**config.mk**
```make
export PLATFORM = sky130hd
export DESIGN_NAME = alu_digit_serial
export DESIGN_NICKNAME = d
export VERILOG_FILES = /design/src/rtl/alu_pkg.sv /design/src/rtl/alu_digit.sv /design/src/rtl/alu_digit_serial.sv
export SDC_FILE = /design/constraint.sdc
export NUM_CORES = 1
export LEC_CHECK = 0
export ABC_CLOCK_PERIOD_IN_PS = 7700
export CAP_MARGIN = 10
export CORE_ASPECT_RATIO = 0.6
export CORE_MARGIN = 8
export CORE_UTILIZATION = 28
export CTS_CLUSTER_DIAMETER = 200
export DETAILED_ROUTE_END_ITERATION = 10
export GPL_ROUTABILITY_DRIVEN = 0
export REMOVE_ABC_BUFFERS = 1
export SYNTH_ARGS = -nofsm -noshare
export SYNTH_HDL_FRONTEND = slang
export SYNTH_SLANG_ARGS = --single-unit
```
**constraint.sdc**
```tcl
create_clock -name clk -period 7.7 [get_ports clk]
set_input_delay 1.54 -clock clk [delete_from_list [all_inputs] [get_ports clk]]
set_output_delay 1.54 -clock clk [all_outputs]
set_load 0.005 [all_outputs]
```
**src/rtl/alu_pkg.sv**
```systemverilog
// Shared command codes, FSM states and command helpers
// for the digit-serial ALU.
package alu_pkg;

  localparam logic [2:0] CMD_ADD  = 3'd0;
  localparam logic [2:0] CMD_SUB  = 3'd1;
  localparam logic [2:0] CMD_XOR  = 3'd2;
  localparam logic [2:0] CMD_SLT  = 3'd3;
  localparam logic [2:0] CMD_AND  = 3'd4;
  localparam logic [2:0] CMD_NAND = 3'd5;
  localparam logic [2:0] CMD_NOR  = 3'd6;
  localparam logic [2:0] CMD_OR   = 3'd7;

  localparam logic [1:0] ST_IDLE = 2'd0;
  localparam logic [1:0] ST_BUSY = 2'd1;
  localparam logic [1:0] ST_DONE = 2'd2;

  function automatic logic is_arith(
    input logic [2:0] cmd
  );
    return (cmd == CMD_ADD) ||
           (cmd == CMD_SUB) ||
           (cmd == CMD_SLT);
  endfunction

  function automatic logic inv_b(
    input logic [2:0] cmd
  );
    return (cmd == CMD_SUB) ||
           (cmd == CMD_SLT);
  endfunction

endpackage

```
**src/rtl/alu_digit.sv**
```systemverilog
// Combinational DIGIT-wide ALU slice: ripple adder
// plus bitwise logic, selected by command.
import alu_pkg::*;

module alu_digit #(
  parameter int DIGIT = 4
) (
  input  logic [2:0]       command,
  input  logic [DIGIT-1:0] a_dig,
  input  logic [DIGIT-1:0] b_dig,
  input  logic             cin,
  output logic [DIGIT-1:0] res_dig,
  output logic             cout,
  output logic             c_msb
);

  logic [DIGIT:0]   c;
  logic [DIGIT-1:0] bx;
  logic [DIGIT-1:0] sum;

  always_comb begin
    bx   = inv_b(command) ? ~b_dig : b_dig;
    c    = '0;
    sum  = '0;
    c[0] = cin;
    for (int i = 0; i < DIGIT; i++) begin
      sum[i]   = a_dig[i] ^ bx[i] ^ c[i];
      c[i+1]   = (a_dig[i] & bx[i]) |
                 (c[i] & (a_dig[i] ^ bx[i]));
    end
  end

  always_comb begin
    res_dig = sum;
    unique case (command)
      CMD_ADD,
      CMD_SUB,
      CMD_SLT:  res_dig = sum;
      CMD_XOR:  res_dig = a_dig ^ b_dig;
      CMD_AND:  res_dig = a_dig & b_dig;
      CMD_NAND: res_dig = ~(a_dig & b_dig);
      CMD_NOR:  res_dig = ~(a_dig | b_dig);
      CMD_OR:   res_dig = a_dig | b_dig;
    endcase
  end

  assign cout  = c[DIGIT];
  assign c_msb = c[DIGIT-1];

endmodule

```
**src/rtl/alu_digit_serial.sv**
```systemverilog
// Multi-cycle ALU: one DIGIT-bit chunk per clock, LSB first,
// with carry chained through a register and valid/ready I/O.
import alu_pkg::*;

module alu_digit_serial #(
  parameter int WIDTH = 32,
  parameter int DIGIT = 4
) (
  input  logic             clk,
  input  logic             rst_n,
  input  logic             in_valid,
  output logic             in_ready,
  input  logic [2:0]       command,
  input  logic [WIDTH-1:0] a,
  input  logic [WIDTH-1:0] b,
  output logic             out_valid,
  input  logic             out_ready,
  output logic [WIDTH-1:0] result,
  output logic             carryout,
  output logic             overflow,
  output logic             zero
);

  localparam int NDIG = WIDTH / DIGIT;
  localparam int CW   = (NDIG > 1) ? $clog2(NDIG) : 1;

  logic [1:0]       state;
  logic [CW-1:0]    cnt;
  logic             carry;
  logic [2:0]       cmd_q;
  logic [WIDTH-1:0] a_q;
  logic [WIDTH-1:0] b_q;
  logic [WIDTH-1:0] acc;
  logic [WIDTH-1:0] acc_nxt;
  logic [WIDTH-1:0] fin;
  logic [DIGIT-1:0] a_dig;
  logic [DIGIT-1:0] b_dig;
  logic [DIGIT-1:0] res_dig;
  logic             cout;
  logic             c_msb;
  logic             ovf;
  logic             last;
  logic             arith;

  assign a_dig = a_q[cnt*DIGIT +: DIGIT];
  assign b_dig = b_q[cnt*DIGIT +: DIGIT];

  alu_digit #(
    .DIGIT(DIGIT)
  ) u_dig (
    .command (cmd_q),
    .a_dig   (a_dig),
    .b_dig   (b_dig),
    .cin     (carry),
    .res_dig (res_dig),
    .cout    (cout),
    .c_msb   (c_msb)
  );

  assign last  = (cnt == CW'(NDIG - 1));
  assign ovf   = c_msb ^ cout;
  assign arith = is_arith(cmd_q);

  always_comb begin
    acc_nxt = acc;
    acc_nxt[cnt*DIGIT +: DIGIT] = res_dig;
  end

  // SLT collapses the finished subtraction to its sign-corrected bit
  assign fin = (cmd_q == CMD_SLT) ?
    {{(WIDTH-1){1'b0}}, acc_nxt[WIDTH-1] ^ ovf} :
    acc_nxt;

  always_ff @(posedge clk or negedge rst_n) begin
    if (!rst_n) begin
      state    <= ST_IDLE;
      cnt      <= '0;
      carry    <= 1'b0;
      cmd_q    <= CMD_ADD;
      a_q      <= '0;
      b_q      <= '0;
      acc      <= '0;
      result   <= '0;
      carryout <= 1'b0;
      overflow <= 1'b0;
      zero     <= 1'b0;
    end else begin
      unique case (state)
        ST_IDLE: begin
          if (in_valid) begin
            a_q   <= a;
            b_q   <= b;
            cmd_q <= command;
            cnt   <= '0;
            carry <= inv_b(command);
            state <= ST_BUSY;
          end
        end
        ST_BUSY: begin
          acc   <= acc_nxt;
          carry <= cout;
          cnt   <= cnt + 1'b1;
          if (last) begin
            result   <= fin;
            carryout <= arith & cout;
            overflow <= arith & ovf;
            zero     <= (fin == '0);
            cnt      <= '0;
            state    <= ST_DONE;
          end
        end
        ST_DONE: begin
          if (out_ready) state <= ST_IDLE;
        end
        default: state <= ST_IDLE;
      endcase
    end
  end

  assign in_ready  = (state == ST_IDLE);
  assign out_valid = (state == ST_DONE);

endmodule

```
==> results.tsv, run 1 <==
metric	value	unit
register area	3500	um2
Top FF cell, synth	dfrtp_1	
unrepaired setup endpoints after global routing	no	
Top Ports	108	
wire per inst	17.2	um
Synth area leaders	dfrtp_1 49%, nand2_1 15%, mux4_2 5.0%, o21ai_0 4.5%, ha_1 2.6%	
Layout area overhead	27.1	%
Die Y	140	um
Final Max Slew Viols	0	
area of the core	25200	um2
Finished Layout Cells	1197	
M1 wire length	11200	um
post-route ant nets	0	
syn_area_per_cell	9.36	um2
wire length on met2	7870	um
Setup-failing EPs final	0	
max cap viols	0	
Pre-antenna DRT Iters	5	
skew final	0.00948	ns
DR vias/cell	4.77	
FILL cells	2578	
outcome	complete, no violations	
Synth top area share	48.9	%
post-route setup slack	2.42	ns
Placed Cells	1165	
CTS resizes	0	
Total GRT Usage	13.5	%
synthesized-area fraction occupied by adder cells	3.74	%
CTS buffer count	17	
Critical R2R Launch	cnt[1]	
Yosys cell types	61	
commonest non-fill, non-tap cells in the layout	282 x nand2_1, 139 x dfrtp_1, 106 x clkdlybuf4s50_1	
DIE AREA	31100	um2
relative slew slack	27.7	%
largest net degree at the start of global routing	89	
Slew @ Worst Pin	1.08	ns
placed instance area	8510	um2
min Tclk post-route	5.28	ns
clk sink count	140	
pre-CTS setup slack	2.41	ns
cts hold-fix bufs	0	
vias in the first global route	5750	
initial core utilization	28.4	%
Final Core Density	36.1	%
fraction of layout cells with a size suffix above 1	10.0	%
CTS max path bufs	2	
first-pass GRT wire length	33300	um
power density cells	490	nW/um2
post-synthesis simple-gate area fraction	22.1	%
LEAKAGE	4.14	nW
sequential area share after synthesis	48.9	%
ANT cells	0	
CP Data Arrival Time	5.61	ns
detailed router's first-iteration violation count	393	
overflow left after global routing	0	
hold path start	a_q[27]	
worst setup path class	reg2reg	
final hold vios	0	
Worst-path clk slew	0.06	ns
Cells after Synth	766	
FFs w/ async S/R, synth	100	%
Synth Register Bits	140	
Worst setup EP type	flop	
Die Wd	223	um
initial antenna violation count	0	
worst hold path class	reg2reg	
Peak Freq	189	MHz
Yosys Warn Count	0	
Critical Path Start	cnt[1]	
CP startpoint kind	flop	
Synth Area in Compound Gates	11.4	%
Post-synth EDFFs	0	
# port buffers	107	
post-CTS setup buffers	0	
area occupied by multi-input gates	3370	um2
Worst Path Max Fanout	24	
HPWL Detailed	14900	um
CTS tree	yes	
Peak VDD IR	0.000255	V
row cnt	45	
clock latency at the later pin of the worst-skew pair	0.43	ns
commonest non-fill, non-tap cell in the layout	nand2_1	
routed wire length	20600	um
largest area contributor in the netlist	dfrtp_1	
Post-Synth XOR/XNOR Area	0.733	%
WL met3	1300	um
clk root buf	clkbuf_16	
largest family of logic cells by synthesized area	simple AND/OR/NAND/NOR gates	
Post-Syn Area	7170	um2
Remaining DRCs	0	
Finished Cell Area	9110	um2
DR top layer	met4	
via count	5714	
post-synthesis mux area share	9.08	%
CP required	8.03	ns
NumNets Final	945	
ratio of final minimum period to clock period	68.6	%
htree depth	4	
setup TNS	0	ns
[cell usage after synthesis, drive strengths merged (8+ instances only)]
cell type	n
inv	18
dfrtp	140
nand3	9
nand2	283
a22oi	11
and2	8
ha	15
o31ai	14
o21ai	64
buf	13
a22o	8
clkbuf	34
mux2i	15
mux4	16
nor2	22
nor3	17
mux2	11
[critical path, stage by stage, from the launching register on]
cell and delay, ns:
dfrtp_1 1.06, mux4_2 0.42, mux2i_1 0.29, xnor2_1 0.14
fa_1 0.37, inv_1 0.07, fa_1 0.16, inv_1 0.07
fa_1 0.41, fa_1 0.52, nor2_1 0.05, a211o_2 0.41
nor2_4 0.34, mux2i_1 0.15, o311ai_2 0.29, nand2_1 0.11
o41ai_2 0.31
[stage by stage]
step / hold WS, ns / total power [mW]
after floorplan: 0.440 / 2.77
after global placement: 0.453 / 3.56
after detailed placement: 0.459 / 3.63
after CTS: 0.473 / 4.49
after global routing: 0.491 / 4.83
final: 0.471 / 4.47
[path summary, 6_finish.rpt]
| kind | to | slack (ns) | depth (start not counted) |
|---|---|---|---|
| min in group asynchronous | a_q[6] | 1.18 | 1 |
| max in group asynchronous | a_q[29] | 5.28 | 2 |
| worst max register to register | zero | 2.42 | 16 |
| worst max-delay path | zero | 2.42 | 16 |
| worst min register to register | a_q[27] | 0.47 | 2 |
| worst min-delay path | a_q[27] | 0.47 | 2 |
[kinds of logic (layout without fill, tap and decap cells)]
kind of cell / after synthesis / in the layout
compound gates: 125 / 125
xor+xnor: 6 / 6
fa+ha+maj: 19 / 19
buf+inv: 65 / 167
flops: 140 / 140
mux: 42 / 42
simple gates: 369 / 369
[state kept, by name, summed over array words and instances, names as in the netlist]
signal / cells
cnt: 3
b_q: 32
carry: 1
carryout: 1
zero: 1
cmd_q: 3
result: 32
acc: 32
overflow: 1
a_q: 32
state: 2
[area by class of cell]
cell class	count	share of cell area (%)
inverter	18	0.742
clock buffer	22	5.10
multi-input combinational	561	37.0
tap	329	4.52
timing repair buffer	117	12.6
sequential	140	38.5
clock inverter	10	1.54
[where the power goes]
group          internal [mW]  switching [mW]
clock                  0.526           0.322
combinational          0.953            1.39
sequential              1.03           0.242
[metal layers]
metal | vias up | track usage (%)
met5 | - | 0
met4 | 0 | 3.00
met3 | 16 | 4.19
met2 | 139 | 17.5
met1 | 2763 | 21.1
li1 | 2796 | -
No activity file was read; power rests on OpenSTA's default activity.
==> run 2, diff against run 1 <==
Settings changed: ABC_CLOCK_PERIOD_IN_PS 7700 to 5300.
Clock period 7.7 ns to 5.3 ns, I/O delays scaled along.
==> run 2 against run 1 <==
Setup slack worse by 2.0 ns. Die area stayed put. Largest cell class unchanged. Clock skew is 0.0014 ns higher. Global-route usage is 0.071 points higher. Worst hold slack better by 0.0015 ns. Fmax is 7.2% higher. Sequential share of layout area is 0.24 points lower. Clock power is 46% higher. Clock-buffer cell count is 2 lower. Critical path type unchanged. Final area is 0.63% higher.
==> results.tsv, run 2 (synthesis results as in run 1) <==
metric	value	unit	change
Setup-failing EPs final	0		unchanged
Peak Freq	203	MHz	+7.2%
hold path start	a_q[5]		
final hold vios	0		unchanged
relative slew slack	42.2	%	+14 points
NumNets Final	952		+0.74%
Crit-path slowest cell	mux4_2		
CP cell instances	mux4_2 > mux2i_1 > xnor2_1 > fa_1 > inv_1 > fa_1 > inv_1 > fa_1 > fa_1 > nor3_1 > a211o_2 > nor2_4 > mux2i_1 > o311ai_2 > nand2_1 > o41ai_2		
LEAKAGE	4.19	nW	+1.1%
Total GRT Usage	13.6	%	+0.071 points
clk root buf	clkbuf_16		
clock latency at the later pin of the worst-skew pair	0.43	ns	about the same
R2R cell count	16		unchanged
min Tclk post-route	4.93	ns	-0.353 ns
overflow left after global routing	0		unchanged
Worst Path Max Fanout	12		-50%
largest net degree at the start of global routing	76		-15%
Buf/Inv on CP	2		unchanged
ANT cells	0		unchanged
post-CTS setup buffers	0		unchanged
CP required	5.62	ns	-2.41 ns
commonest non-fill, non-tap cell in the layout	nand2_1		
Worst setup EP type	flop		
area of the core	25200	um2	unchanged
# port buffers	107		unchanged
Cells on Worst Hold Path	2		unchanged
power density cells	717	nW/um2	+46%
Final Max Slew Viols	0		unchanged
worst setup path class	reg2reg		
FF-to-FF End	zero		
clk sink count	140		unchanged
max cap viols	0		unchanged
fraction of layout cells with a size suffix above 1	11.0	%	+0.96 points
Min-Delay Endpoint	a_q[5]		
htree depth	4		unchanged
initial antenna violation count	0		unchanged
CTS resizes	0		unchanged
P_sw	2.87	mW	+47%
routed wire length	20900	um	+1.5%
cts hold-fix bufs	0		unchanged
setup TNS	0	ns	unchanged
Clock power frac	18.9	%	about the same
first-pass GRT wire length	33400	um	+0.50%
internal cell power	3.70	mW	+48%
CTS tree	yes		
crit-path most repeated cell	fa_1		
unrepaired setup endpoints after global routing	no		
CTS buffer count	17		unchanged
DIE AREA	31100	um2	unchanged
Critical R2R Launch	cnt[0]		
ratio of final minimum period to clock period	92.9	%	+24 points
Sw Share	43.7	%	-0.15 points
Die Y	140	um	unchanged
sequential share of power	27.3	%	-1.1 points
CP startpoint kind	flop		
DR vias/cell	4.75		-0.39%
Worst-path clk slew	0.06	ns	about the same
worst hold path class	reg2reg		
Peak VDD IR	0.000330	V	+29%
detailed router's first-iteration violation count	436		+11%
Largest stage delay, worst path	0.55	ns	-0.51 ns
Remaining DRCs	0		unchanged
CP Data Arrival Time	5.25	ns	-0.36 ns
CP delay by family, top	adder cells		
skew final	0.0109	ns	+0.00142 ns
Slew @ Worst Pin	0.865	ns	-0.218 ns
Die Wd	223	um	unchanged
via count	5720		+0.11%
row cnt	45		unchanged
commonest non-fill, non-tap cells in the layout	282 x nand2_1, 139 x dfrtp_1, 106 x clkdlybuf4s50_1		
post-route ant nets	0		unchanged
Pre-antenna DRT Iters	5		unchanged
outcome	complete, no violations		
Top Ports	108		unchanged
wire per inst	17.3	um	+0.96%
Layout area overhead	27.9	%	
CTS max path bufs	2		unchanged
vias in the first global route	5752		+0.035%
power share of the combinational group	53.8	%	+1.2 points
initial core utilization	28.4	%	unchanged
Reg2Reg Setup Slack	0.37	ns	-2.05 ns
HPWL Detailed	15300	um	+2.6%
power after layout	6.58	mW	+47%
run 2: changes by cell type in the layout (fill, tap and decap cells not counted):
cell / change
clkbuf_8: +1
clkbuf_1: -3
clkinvlp_4: -1
clkinv_2: +2
buf_4: +7
run 2: worst max-delay path by stage:
stage | from | to | slack, ns | cells after the start
after floorplan | cnt[0] | zero | 0.26 | 16
after global placement | cnt[0] | zero | 0.57 | 16
after detailed placement | cnt[0] | zero | 0.43 | 16
after CTS | cnt[0] | zero | 0.42 | 16
after global routing | cnt[0] | zero | 0.09 | 16
final | cnt[0] | zero | 0.37 | 16
run 2: tightest hold or removal path, stage by stage, from the launching register on:
cell	delay [ns]
dfrtp_1	0.34
nand2_1	0.05
nand2_1	0.05
run 2: layer usage:
| metal | vias up | GRT usage, % | wire, um |
|---|---|---|---|
| li1 | 2789 | - | - |
| met1 | 2781 | 21.5 | 11600 |
| met4 | 0 | 3.07 | 181 |
| met3 | 14 | 3.96 | 1130 |
| met5 | - | 0 | 0 |
| met2 | 136 | 17.4 | 8000 |
run 2: layout make-up:
class	instances	area, um2
clock inverters	11	143
clock buffers	20	467
inverters	18	67.6
flip-flops and latches	140	3500
multi-input cells	561	3370
fillers	2573	16100
repair buffers	124	1200
well taps	329	412
run 2: stage by stage:
| step | setup WS, ns | instance area (um2) | hold slack [ns] | cells | util [%] |
|---|---|---|---|---|---|
| after floorplan | 0.263 | 6940 | 0.440 | 719 | - |
| after global placement | 0.570 | 8560 | 0.454 | 1172 | 33.9 |
| after detailed placement | 0.425 | 8560 | 0.460 | 1172 | 33.9 |
| after CTS | 0.419 | 9170 | 0.478 | 1203 | 36.3 |
| after global routing | 0.0873 | 9170 | 0.502 | 1203 | 36.3 |
| final | 0.374 | 9170 | 0.472 | 1203 | 36.3 |
run 2: power by group through the flow:
stage / clock, mW / combinational [mW] / sequential, mW
2_1_floorplan: 0 / 2.25 / 1.77
3_3_place_gp: 0 / 3.46 / 1.81
3_5_place_dp: 0 / 3.51 / 1.81
4_1_cts: 1.27 / 3.52 / 1.80
5_1_grt: 1.31 / 3.92 / 1.86
6_report: 1.24 / 3.54 / 1.80
==> run 3, diff against run 2 <==
Settings changed: PLACE_DENSITY_LB_ADDON set to 0.15.
==> run 3 against run 2 <==
Die area unchanged. First-iteration DRC count increased by 13%. Fmax decreased by 1.0%. Critical path depth unchanged. Sequential power about the same. Combinational power increased by 1%. Setup slack got worse by 0.052 ns. Routed wire length increased by 1.3%. Non-clock buffer count increased by 3. Register-to-register slack got worse by 0.05 ns.
==> results.tsv, run 3 (synthesis results as in run 1) <==
metric	value	unit	change
CTS buffer count	17		unchanged
skew final	0.00729	ns	-0.00361 ns
crit-path most repeated cell	fa_1		
detailed router's first-iteration violation count	493		+13%
Crit-path slowest cell	mux4_2		
CP required	5.62	ns	about the same
vias in the first global route	5849		+1.7%
unrepaired setup endpoints after global routing	no		
sequential share of power	27.0	%	-0.3 points
Sw Share	43.6	%	-0.062 points
Worst-path clk slew	0.06	ns	about the same
Remaining DRCs	0		unchanged
placed instance area	8580	um2	+0.26%
Total GRT Usage	13.9	%	+0.29 points
Buf/Inv on CP	2		unchanged
htree depth	4		unchanged
commonest non-fill, non-tap cells in the layout	282 x nand2_1, 139 x dfrtp_1, 106 x clkdlybuf4s50_1		
Die Wd	223	um	unchanged
clk sink count	140		unchanged
Pre-antenna DRT Iters	4		-1
Clock power frac	19.2	%	+0.3 points
Worst Path Max Fanout	12		unchanged
power share of the combinational group	53.8	%	about the same
setup TNS	0	ns	unchanged
# port buffers	107		unchanged
internal cell power	3.74	mW	+1.1%
Worst setup EP type	flop		
Layout area overhead	28.5	%	
largest net degree at the start of global routing	86		+13%
row cnt	45		unchanged
CP startpoint kind	flop		
ratio of final minimum period to clock period	93.9	%	+0.98 points
CP Data Arrival Time	5.30	ns	+0.05 ns
NumNets Final	955		+0.32%
Finished Cell Area	9210	um2	+0.48%
commonest non-fill, non-tap cell in the layout	nand2_1		
CP cell instances	mux4_2 > mux2i_1 > xnor2_1 > fa_1 > inv_1 > fa_1 > inv_1 > fa_1 > fa_1 > nor2_1 > a211o_2 > nor2_4 > mux2i_1 > o311ai_2 > nand2_1 > o41ai_2		
Slew @ Worst Pin	0.950	ns	+0.0848 ns
DIE AREA	31100	um2	unchanged
clk root buf	clkbuf_16		
CTS tree	yes		
HPWL Detailed	15600	um	+1.9%
power after layout	6.64	mW	+1.0%
Peak VDD IR	0.000407	V	+23%
ANT cells	0		unchanged
Final Core Density	36.5	%	+0.17 points
outcome	complete, no violations		
Final Max Slew Viols	0		unchanged
Top Ports	108		unchanged
area of the core	25200	um2	unchanged
worst setup path class	reg2reg		
DR vias/cell	4.70		-1.1%
CTS max path bufs	2		unchanged
cts hold-fix bufs	0		unchanged
wire per inst	17.5	um	+0.96%
Peak Freq	201	MHz	-1.0%
initial core utilization	28.4	%	unchanged
LEAKAGE	4.21	nW	+0.51%
fraction of layout cells with a size suffix above 1	11.4	%	+0.41 points
power density cells	721	nW/um2	+0.53%
Largest stage delay, worst path	0.52	ns	-0.03 ns
initial antenna violation count	0		unchanged
relative slew slack	36.4	%	-5.8 points
post-route ant nets	0		unchanged
clock latency at the later pin of the worst-skew pair	0.42	ns	about the same
routed wire length	21100	um	+1.3%
min Tclk post-route	4.98	ns	+0.0519 ns
first-pass GRT wire length	34500	um	+3.1%
Die Y	140	um	unchanged
P_sw	2.90	mW	+0.87%
overflow left after global routing	0		unchanged
max cap viols	0		unchanged
hold slack	0.467	ns	-0.00491 ns
final hold vios	0		unchanged
CP delay by family, top	adder cells		
worst hold path class	reg2reg		
Setup-failing EPs final	0		unchanged
via count	5677		-0.75%
## run 3: changes by cell type in the layout (fill, tap and decap cells not counted), sizes merged
cell	change
buf	+3
clkinvlp	+1
clkinv	-2
clkbuf	+2
## run 3: final cells by class
cell class | instances | area (um2)
clock inverters | 10 | 136
flip-flops and latches | 140 | 3500
repair buffers | 127 | 1220
fillers | 2591 | 16000
multi-input cells | 561 | 3370
well taps | 329 | 412
inverters | 18 | 67.6
clock buffers | 22 | 494
## run 3: timing repair
action	in CTS	in global routing
resized for setup	0	1
setup endpoints to repair	0	1
setup buffers	0	0
## run 3: power by group through the flow
stage / Sequential (mW) / Clock (mW) / Combinational, mW
6_report: 1.79 / 1.27 / 3.58
2_1_floorplan: 1.77 / 0 / 2.25
3_3_place_gp: 1.82 / 0 / 3.54
5_1_grt: 1.86 / 1.35 / 3.99
3_5_place_dp: 1.81 / 0 / 3.56
4_1_cts: 1.80 / 1.31 / 3.58
## run 3: worst paths after layout
path,start,endpoint,slack [ns],cells past startpoint
worst max register to register,cnt[0],zero,0.32,16
max in group asynchronous,rst_n,cmd_q[1],3.65,2
worst min register to register,a_q[22],a_q[22],0.47,2
min in group asynchronous,rst_n,b_q[3],0.68,1
worst max-delay path,cnt[0],zero,0.32,16
worst min-delay path,a_q[22],a_q[22],0.47,2
## run 3: routing by layer
layer	vias up	part of all wire [%]	GRT usage, %
li1	2801	-	-
met3	13	4.8	3.86
met4	0	0.63	2.28
met2	113	37	17.9
met1	2750	58	22.3
met5	-	0	0
## run 3: worst min-delay path: stages, from the launching register on
cell	delay, ns
dfrtp_1	0.34
nand2_1	0.05
nand2_1	0.05
## run 3: through the flow
step           std cells  setup slack [ns]
3_3_place_gp        1175             0.491
3_5_place_dp        1175             0.312
6_report            1207             0.322
5_1_grt             1207            0.0172
2_1_floorplan        719             0.263
4_1_cts             1207             0.287
